$ cat src/rtl/cpu_sequencer.sv
// Fetch/execute sequencer feeding the ALU: PC, IR', CARRY/SKIP and the memory port.
// Optional wait-state support via SEQ_MEM_WAIT_EN (undefined: single-cycle memory).
module cpu_sequencer #(
  parameter logic [15:0] RESET_PC = 16'h0000
) (
  input  logic        clk,
  input  logic        reset,
  output logic [15:0] mem_addr,
  output logic        mem_re,
  output logic        mem_we,
  output logic [15:0] mem_wdata,
  input  logic [15:0] mem_rdata,
  input  logic        mem_ready,
  input  logic [15:0] rd_rdata,
  input  logic [15:0] rs_rdata,
  output logic [15:0] instruction,
  output logic        exec1,
  output logic        exec2,
  output logic        carrystatus,
  output logic        skipstatus,
  input  logic        carryout,
  input  logic        carryen,
  input  logic        skipout,
  input  logic        skipen,
  output logic        ld_wen,
  output logic [15:0] ld_data
);

  typedef enum logic [1:0] {
    ST_FETCH = 2'b00,
    ST_EXEC1 = 2'b01,
    ST_EXEC2 = 2'b10
  } state_t;

  localparam logic [1:0] OP_LDR = 2'b00;
  localparam logic [1:0] OP_STR = 2'b01;
  localparam logic [1:0] OP_JMP = 2'b10;
  localparam logic [1:0] OP_ALU = 2'b11;

  state_t      state_r;
  logic [15:0] pc_r;
  logic [15:0] ir_r;
  logic        carry_r;
  logic        skip_r;
  logic        exec1_r;
  logic        exec2_r;
  logic        mem_re_r;
  logic        mem_we_r;
  logic        ready_s;

  // Jump keeps the page (top nibble) of the already-incremented PC.
  function automatic logic [15:0] jmp_target(input logic [15:0] pc, input logic [15:0] ir);
    return {pc[15:12], ir[11:0]};
  endfunction

`ifdef SEQ_MEM_WAIT_EN
  assign ready_s = mem_ready;
`else
  logic unused_mem_ready_s;
  assign unused_mem_ready_s = mem_ready;
  assign ready_s            = 1'b1;
`endif

  // Sequencer state, architectural registers and registered strobes.
  always_ff @(posedge clk or posedge reset) begin
    if (reset) begin
      state_r  <= ST_FETCH;
      pc_r     <= RESET_PC;
      ir_r     <= 16'h0000;
      carry_r  <= 1'b0;
      skip_r   <= 1'b0;
      exec1_r  <= 1'b0;
      exec2_r  <= 1'b0;
      mem_re_r <= 1'b1;
      mem_we_r <= 1'b0;
    end else begin
      case (state_r)
        ST_FETCH: begin
          if (ready_s) begin
            ir_r     <= mem_rdata;
            pc_r     <= pc_r + 16'h0001;
            state_r  <= ST_EXEC1;
            exec1_r  <= ~skip_r;
            mem_re_r <= 1'b0;
          end
        end
        ST_EXEC1: begin
          exec1_r <= 1'b0;
          if (!exec1_r) begin
            // Squashed slot: only clears SKIP, so a skip can never chain.
            skip_r   <= 1'b0;
            state_r  <= ST_FETCH;
            mem_re_r <= 1'b1;
          end else begin
            if (carryen) carry_r <= carryout;
            if (skipen)  skip_r  <= skipout;
            case (ir_r[15:14])
              OP_ALU: begin
                state_r  <= ST_FETCH;
                mem_re_r <= 1'b1;
              end
              OP_JMP: begin
                pc_r     <= jmp_target(pc_r, ir_r);
                state_r  <= ST_FETCH;
                mem_re_r <= 1'b1;
              end
              OP_LDR: begin
                state_r  <= ST_EXEC2;
                exec2_r  <= 1'b1;
                mem_re_r <= 1'b1;
              end
              OP_STR: begin
                state_r  <= ST_EXEC2;
                exec2_r  <= 1'b1;
                mem_we_r <= 1'b1;
              end
              default: begin
                state_r  <= ST_FETCH;
                mem_re_r <= 1'b1;
              end
            endcase
          end
        end
        ST_EXEC2: begin
          if (ready_s) begin
            state_r  <= ST_FETCH;
            exec2_r  <= 1'b0;
            mem_re_r <= 1'b1;
            mem_we_r <= 1'b0;
          end
        end
        default: begin
          state_r  <= ST_FETCH;
          exec1_r  <= 1'b0;
          exec2_r  <= 1'b0;
          mem_re_r <= 1'b1;
          mem_we_r <= 1'b0;
        end
      endcase
    end
  end

  // The FETCH read request is held in reset so it can start on the first cycle after release.
  assign mem_re      = mem_re_r & ~reset;
  assign mem_we      = mem_we_r;
  assign mem_addr    = exec2_r ? rs_rdata : pc_r;
  assign mem_wdata   = rd_rdata;
  assign instruction = ir_r;
  assign exec1       = exec1_r;
  assign exec2       = exec2_r;
  assign carrystatus = carry_r;
  assign skipstatus  = skip_r;
  assign ld_wen      = exec2_r & mem_re_r & ready_s;
  assign ld_data     = mem_rdata;

endmodule

$ cat config.mk
export PLATFORM = sky130hd
export DESIGN_NAME = cpu_sequencer
export DESIGN_NICKNAME = d
export VERILOG_FILES = /design/src/rtl/cpu_sequencer.sv
export SDC_FILE = /design/constraint.sdc
export NUM_CORES = 1
export LEC_CHECK = 0
export ABC_AREA = 1
export CAP_MARGIN = 20
export CORE_AREA = 2 2 78 98
export CTS_CLUSTER_SIZE = 8
export DETAILED_ROUTE_END_ITERATION = 8
export DIE_AREA = 0 0 80 100
export PLACE_DENSITY_LB_ADDON = 0.25
export REMOVE_ABC_BUFFERS = 1
export SLEW_MARGIN = 10
export SYNTH_ARGS = -nofsm -noshare
export SYNTH_HDL_FRONTEND = slang
export SYNTH_SLANG_ARGS = --single-unit
$ cat constraint.sdc
create_clock -name clk -period 2.2 [get_ports clk]
set_input_delay 0.44 -clock clk [delete_from_list [all_inputs] [get_ports clk]]
set_output_delay 0.44 -clock clk [all_outputs]
set_load 0.005 [all_outputs]
Yosys cells after proc, flatten, opt, wreduce, memory -nomap -nowiden
Index checks and enable logic that the tools add are counted.

word-level totals
  output and inout bits = 71
  flip-flop bits (word level) = 40
  bits of input ports = 55
  logic and storage cells = 59

cells by class
  add/subtract/negate cells = 1
  multiplexer cells = 19
  eq/ne operators = 11
  reduce and logical (&&, ||, !) cells = 12
  bitwise operators = 6

operator list
  operator                 number
  $pmux W16 S2             1
  $mux W12                 2
  $add A16 B1 Y16 const B  1
  $mux W16                 1
  $reduce_and A3 Y1        4
  $ne A2 B2 Y1 const B     5
  $mux W1                  8
  $pmux W1 S2              4
  $pmux W2 S2              2
  $eq A2 B2 Y1 const B     3
  $eq A2 B1 Y1 const B     2
  $logic_not A2 Y1         2
  $not A1 Y1               4
  $reduce_and A2 Y1        2
  $reduce_or A2 Y1         2
  $ne A3 B3 Y1 const B     1
  $reduce_or A3 Y1         1
  $and A1 B1 Y1            2
  $mux W2                  1
  $reduce_bool A2 Y1       1

Longest topological paths before layout
  word-level depth = 5
  gate-level depth with buffers = 9
  mapped depth without buffers = 9

Least setup slack after synthesis
OpenSTA, ideal clock, no wires.

  path type = reg-to-output
  start = reg exec2_r, in the netlist exec2
  end = out mem_addr[10]
  arrival = 0.842 ns
  cell stages (with the launch flop) = 4
  required time = 1.760 ns
  buffers on the path = 1
  path slack = 0.918 ns
  cell sequence = dfrtp_1 -> clkbuf_1 -> nand2_1 -> o21ai_0

between the ends
  cells in the longest elaborated chain, start to end = 1

RTL lines
  element                   line  text
  start: declaration        46    logic exec2_r;
  start signal: assignment  73    exec2_r <= 1'b0;
  start signal: assignment  109   exec2_r <= 1'b1;
  start signal: assignment  114   exec2_r <= 1'b1;
  $mux W16                  146   assign mem_addr = exec2_r ? rs_rdata : pc_r;
  end: declaration          8     output logic [15:0] mem_addr,

No other way between the ends.

Worst setup path after layout
  start = reg exec2_r, in the netlist exec2
  end = out mem_addr[7]

The elaborated chain is that of the path after synthesis.

==> out/summary.log <==
INFO  floorplan      coreArea=7180squm
INFO  sta            setup_total_negative_slack=0ns
INFO  critical_path  timing.critical_path.cells=buf_12 -> mux2_2 -> clkdlybuf4s50_1
INFO  power          power.density=1410nW/um^2
INFO  place          place_worst_setup_slack=0.216ns
INFO  routing        via_per_inst=4.62
INFO  critical_path  cp_num_buf_inv=2
INFO  run            maxCapViolations=0
INFO  routing        maxUsedRoutingLayer=met5
INFO  clock_tree     cts_made_buffers=5
INFO  power          worst_ir_drop_on_vdd=0.000666V
INFO  clock_tree     cts_max_level=2
INFO  cells_and_area syn2layout_area_growth=39.2%
INFO  critical_path  worst-endpoint-required=1.76ns
INFO  clock_tree     clockBufferDepth=2
INFO  sta            final_hold_viol_count=0
INFO  cells_and_area antenna-diode-count=0
INFO  sta            maxSlewHeadroom=0.495
INFO  logic_synthesis synthTopCellsByCount=102 x nand2_1, 39 x dfrtp_1, 38 x inv_1, 36 x buf_4, 35 x o21ai_0
INFO  cells_and_area multiInputGateArea=945squm
INFO  power          internal_power=2860uW
INFO  floorplan      fp.dieArea=8000squm
INFO  outcome        outcome=complete, no violations
INFO  power          power.static_leakage=0.00158uW
INFO  routing        detail_route.first_pass.iterations=4
INFO  critical_path  critical_path_maximum_fanout=31
INFO  logic_synthesis synthDistinctLibCells=28
INFO  sta            period_share=0.967
INFO  critical_path  crit_path_end_kind=output port
INFO  global_routing antenna_found_initial=0
INFO  floorplan      row_count=35
INFO  logic_synthesis synth_seq_cells=40
INFO  clock_tree     worstSkewPairLatency=0.29ns
INFO  cells_and_area fraction_of_layout_instances_using_a_drive_strength_above_1=0.0771
INFO  cells_and_area layout.area.seq=1000squm
INFO  critical_path  cp-start-kind=flip-flop
INFO  routing        num_vias=2222
INFO  critical_path  critical-path-max-stage-delay=0.45ns
INFO  sta            hold-worst-slack=0.464ns
INFO  global_routing global_route.overflow_total=0
INFO  critical_path  path_delay_family=buffers and inverters
INFO  logic_synthesis synth.top_cells.by_area=dfrtp_1 41%, nand2_1 16%, buf_4 11%
INFO  logic_synthesis yosysWarningCount=0
INFO  logic_synthesis synth-async-reset-ratio=1.00
INFO  cells_and_area number_of_fill_cells=732
INFO  power          total_switching_power=1860uW
INFO  power          power.share.switching=0.393
INFO  routing        post_drt_wl_per_cell=13.1microns
INFO  logic_synthesis synth_ff_type=dfrtp_1
INFO  logic_synthesis synthCells=327
INFO  floorplan      die_w=80microns
INFO  place          port-buffer-count=92
INFO  logic_synthesis synth_seq_area_share=0.416
INFO  routing        remaining_drc_errors=0
INFO  power          power.share.clock=0.177
INFO  critical_path  setup.worst_path.class=reg2out
INFO  sta            timing.clock.skew=0.00766ns
INFO  floorplan      start_util=0.335
INFO  clock_tree     cts_tree=yes
INFO  place          gp_congestion=0.879
INFO  logic_synthesis yosysTopAreaCellShare=0.405
INFO  sta            min_period=2.13ns
INFO  clock_tree     ctsRootBufferMaster=clkbuf_8
INFO  logic_synthesis syn_area=2410squm
INFO  logic_synthesis syn_area_per_cell=7.36squm
INFO  power          power.share.sequential=0.294
INFO  sta            final.setup.worst_slack=0.0723ns
INFO  place          dp_hpwl=4.83mm
INFO  floorplan      floorplan.die.height=100microns
INFO  cells_and_area design.final.nets=444
INFO  sta            slew_limit_fails=0
INFO  routing        detail_route.iter0.violations=114
INFO  floorplan      ios=126
INFO  routing        detailroute.wirelength.met2=3.02mm
INFO  critical_path  endpoint_arrival_time_on_the_critical_path=1.69ns
INFO  global_routing maximum_number_of_pins_on_one_net_before_global_route_repair=32
INFO  sta            finalSetupViolCount=0
INFO  clock_tree     post-cts-setup-buffers=0
INFO  global_routing vias_in_the_first_global_route=2265
INFO  global_routing global_route.usage.total=0.166
INFO  sta            timing_worst_slew_pin_value=0.753ns
INFO  sta            maxClockFrequency=470MHz
INFO  logic_synthesis leading_cell_type_by_number_of_instances_after_synthesis=nand2_1
INFO  routing        length_of_routed_wiring_on_met1=2.67mm
INFO  global_routing grt_pass1_wl=10.4mm
INFO  logic_synthesis synth-edff-count=0
INFO  routing        drt.antenna.violating_nets=0
INFO  clock_tree     clk_pin_slew=0.08ns
INFO  critical_path  cpMaxStageDelayCell=clkdlybuf4s50_1
INFO  sta            setup_repair_after_global_routing_missed_its_margin=no
INFO  routing        drt_wl_total=6.32mm
INFO  power          power.share.combinational=0.530
INFO  logic_synthesis synth_top_cell_by_area=dfrtp_1
INFO  hold_path      hold_path_class=reg2reg
INFO  routing        met3_length=494microns
INFO  clock_tree     cts.sinks=40
[power by group through the flow]
stage                     registers (uW)  clock network [uW]  logic [uW]
after CTS                           1380                 855        2540
after global routing                1440                 878        2820
after detailed placement            1390                   0        2530
after floorplan                     1380                   0        1210
after global placement              1390                   0        2490
final                               1380                 834        2500
[final cells by class]
class | instances | area share
sequential | 40 | 0.299
timing repair buffer | 98 | 0.292
multi-input combinational | 203 | 0.282
inverter | 40 | 0.0448
tap | 92 | 0.0344
clock inverter | 3 | 0.0269
clock buffer | 5 | 0.0205
[sequential cells by signal (all words and copies together), names as in the netlist]
name	cells
instruction	16
pc_r	16
state_r	2
carrystatus	1
exec1	1
exec2	1
mem_re_r	1
mem_we	1
skipstatus	1
[timing repair]
action                                  in CTS  in global routing
hold buffers                                 0                  0
resized for setup                            0                  1
endpoints found under the setup margin       0                  1
[metrics by stage]
step | cell area, sq um | util | total power (uW) | cells
detailed placement | 3190 | 0.444 | 3920 | 473
floorplan | 2090 | - | 2590 | 283
CTS | 3350 | 0.466 | 4780 | 481
finish | 3350 | 0.467 | 4720 | 481
global placement | 3190 | 0.444 | 3880 | 473
global route | 3350 | 0.467 | 5140 | 481
[cells by family (layout without fill, tap and decap cells)]
group	Yosys count	in the layout	share of synthesized area
AO/OA/AOI/OAI	47	47	0.100
XOR/XNOR	2	2	0.00728
adder cells (fa/ha/maj)	1	1	0.00520
buffers and inverters	84	146	0.192
flip-flops	40	40	0.416
multiplexers	3	3	0.0156
AND/OR/NAND/NOR	150	150	0.263
[metal layers]
| layer | GRT usage | up-vias |
|---|---|---|
| met5 | 0.0400 | - |
| li1 | - | 1121 |
| met4 | 0.0535 | 2 |
| met2 | 0.271 | 91 |
| met1 | 0.201 | 1002 |
| met3 | 0.0567 | 6 |
[path summary, 6_finish.rpt]
check	startpoint	end	slack, ns	cells past startpoint
worst max-delay path	exec2$_DFFE_PP0P_	mem_addr[7]	0.07	3
worst min-delay path	instruction[14]$_DFFE_PP0P_	mem_re_r$_DFFE_PP1P_	0.46	1
worst max register to register	state_r[1]$_DFF_PP0_	pc_r[4]$_DFFE_PP0P_	0.49	5
worst min register to register	instruction[14]$_DFFE_PP0P_	mem_re_r$_DFFE_PP1P_	0.46	1
max in group asynchronous	reset	pc_r[2]$_DFFE_PP0P_	1.11	3
min in group asynchronous	reset	state_r[1]$_DFF_PP0_	0.52	2
[layout by cell type (no fill, tap or decap), drive strengths merged]
cell type	Yosys	routed
a21boi	1	1
a21oi	7	7
a31oi	1	1
and2	1	1
buf	41	6
bufinv	0	3
clkbuf	3	5
clkdlybuf4s50	0	92
clkinv	0	1
dfrtp	39	39
dfstp	1	1
ha	1	1
inv	40	39
mux2	3	3
nand2	103	103
nand3	19	19
nand4	6	6
nor2	20	20
nor3	1	1
o211ai	1	1
o21ai	37	37
xor2	2	2
(Power assumes the default switching activity.)
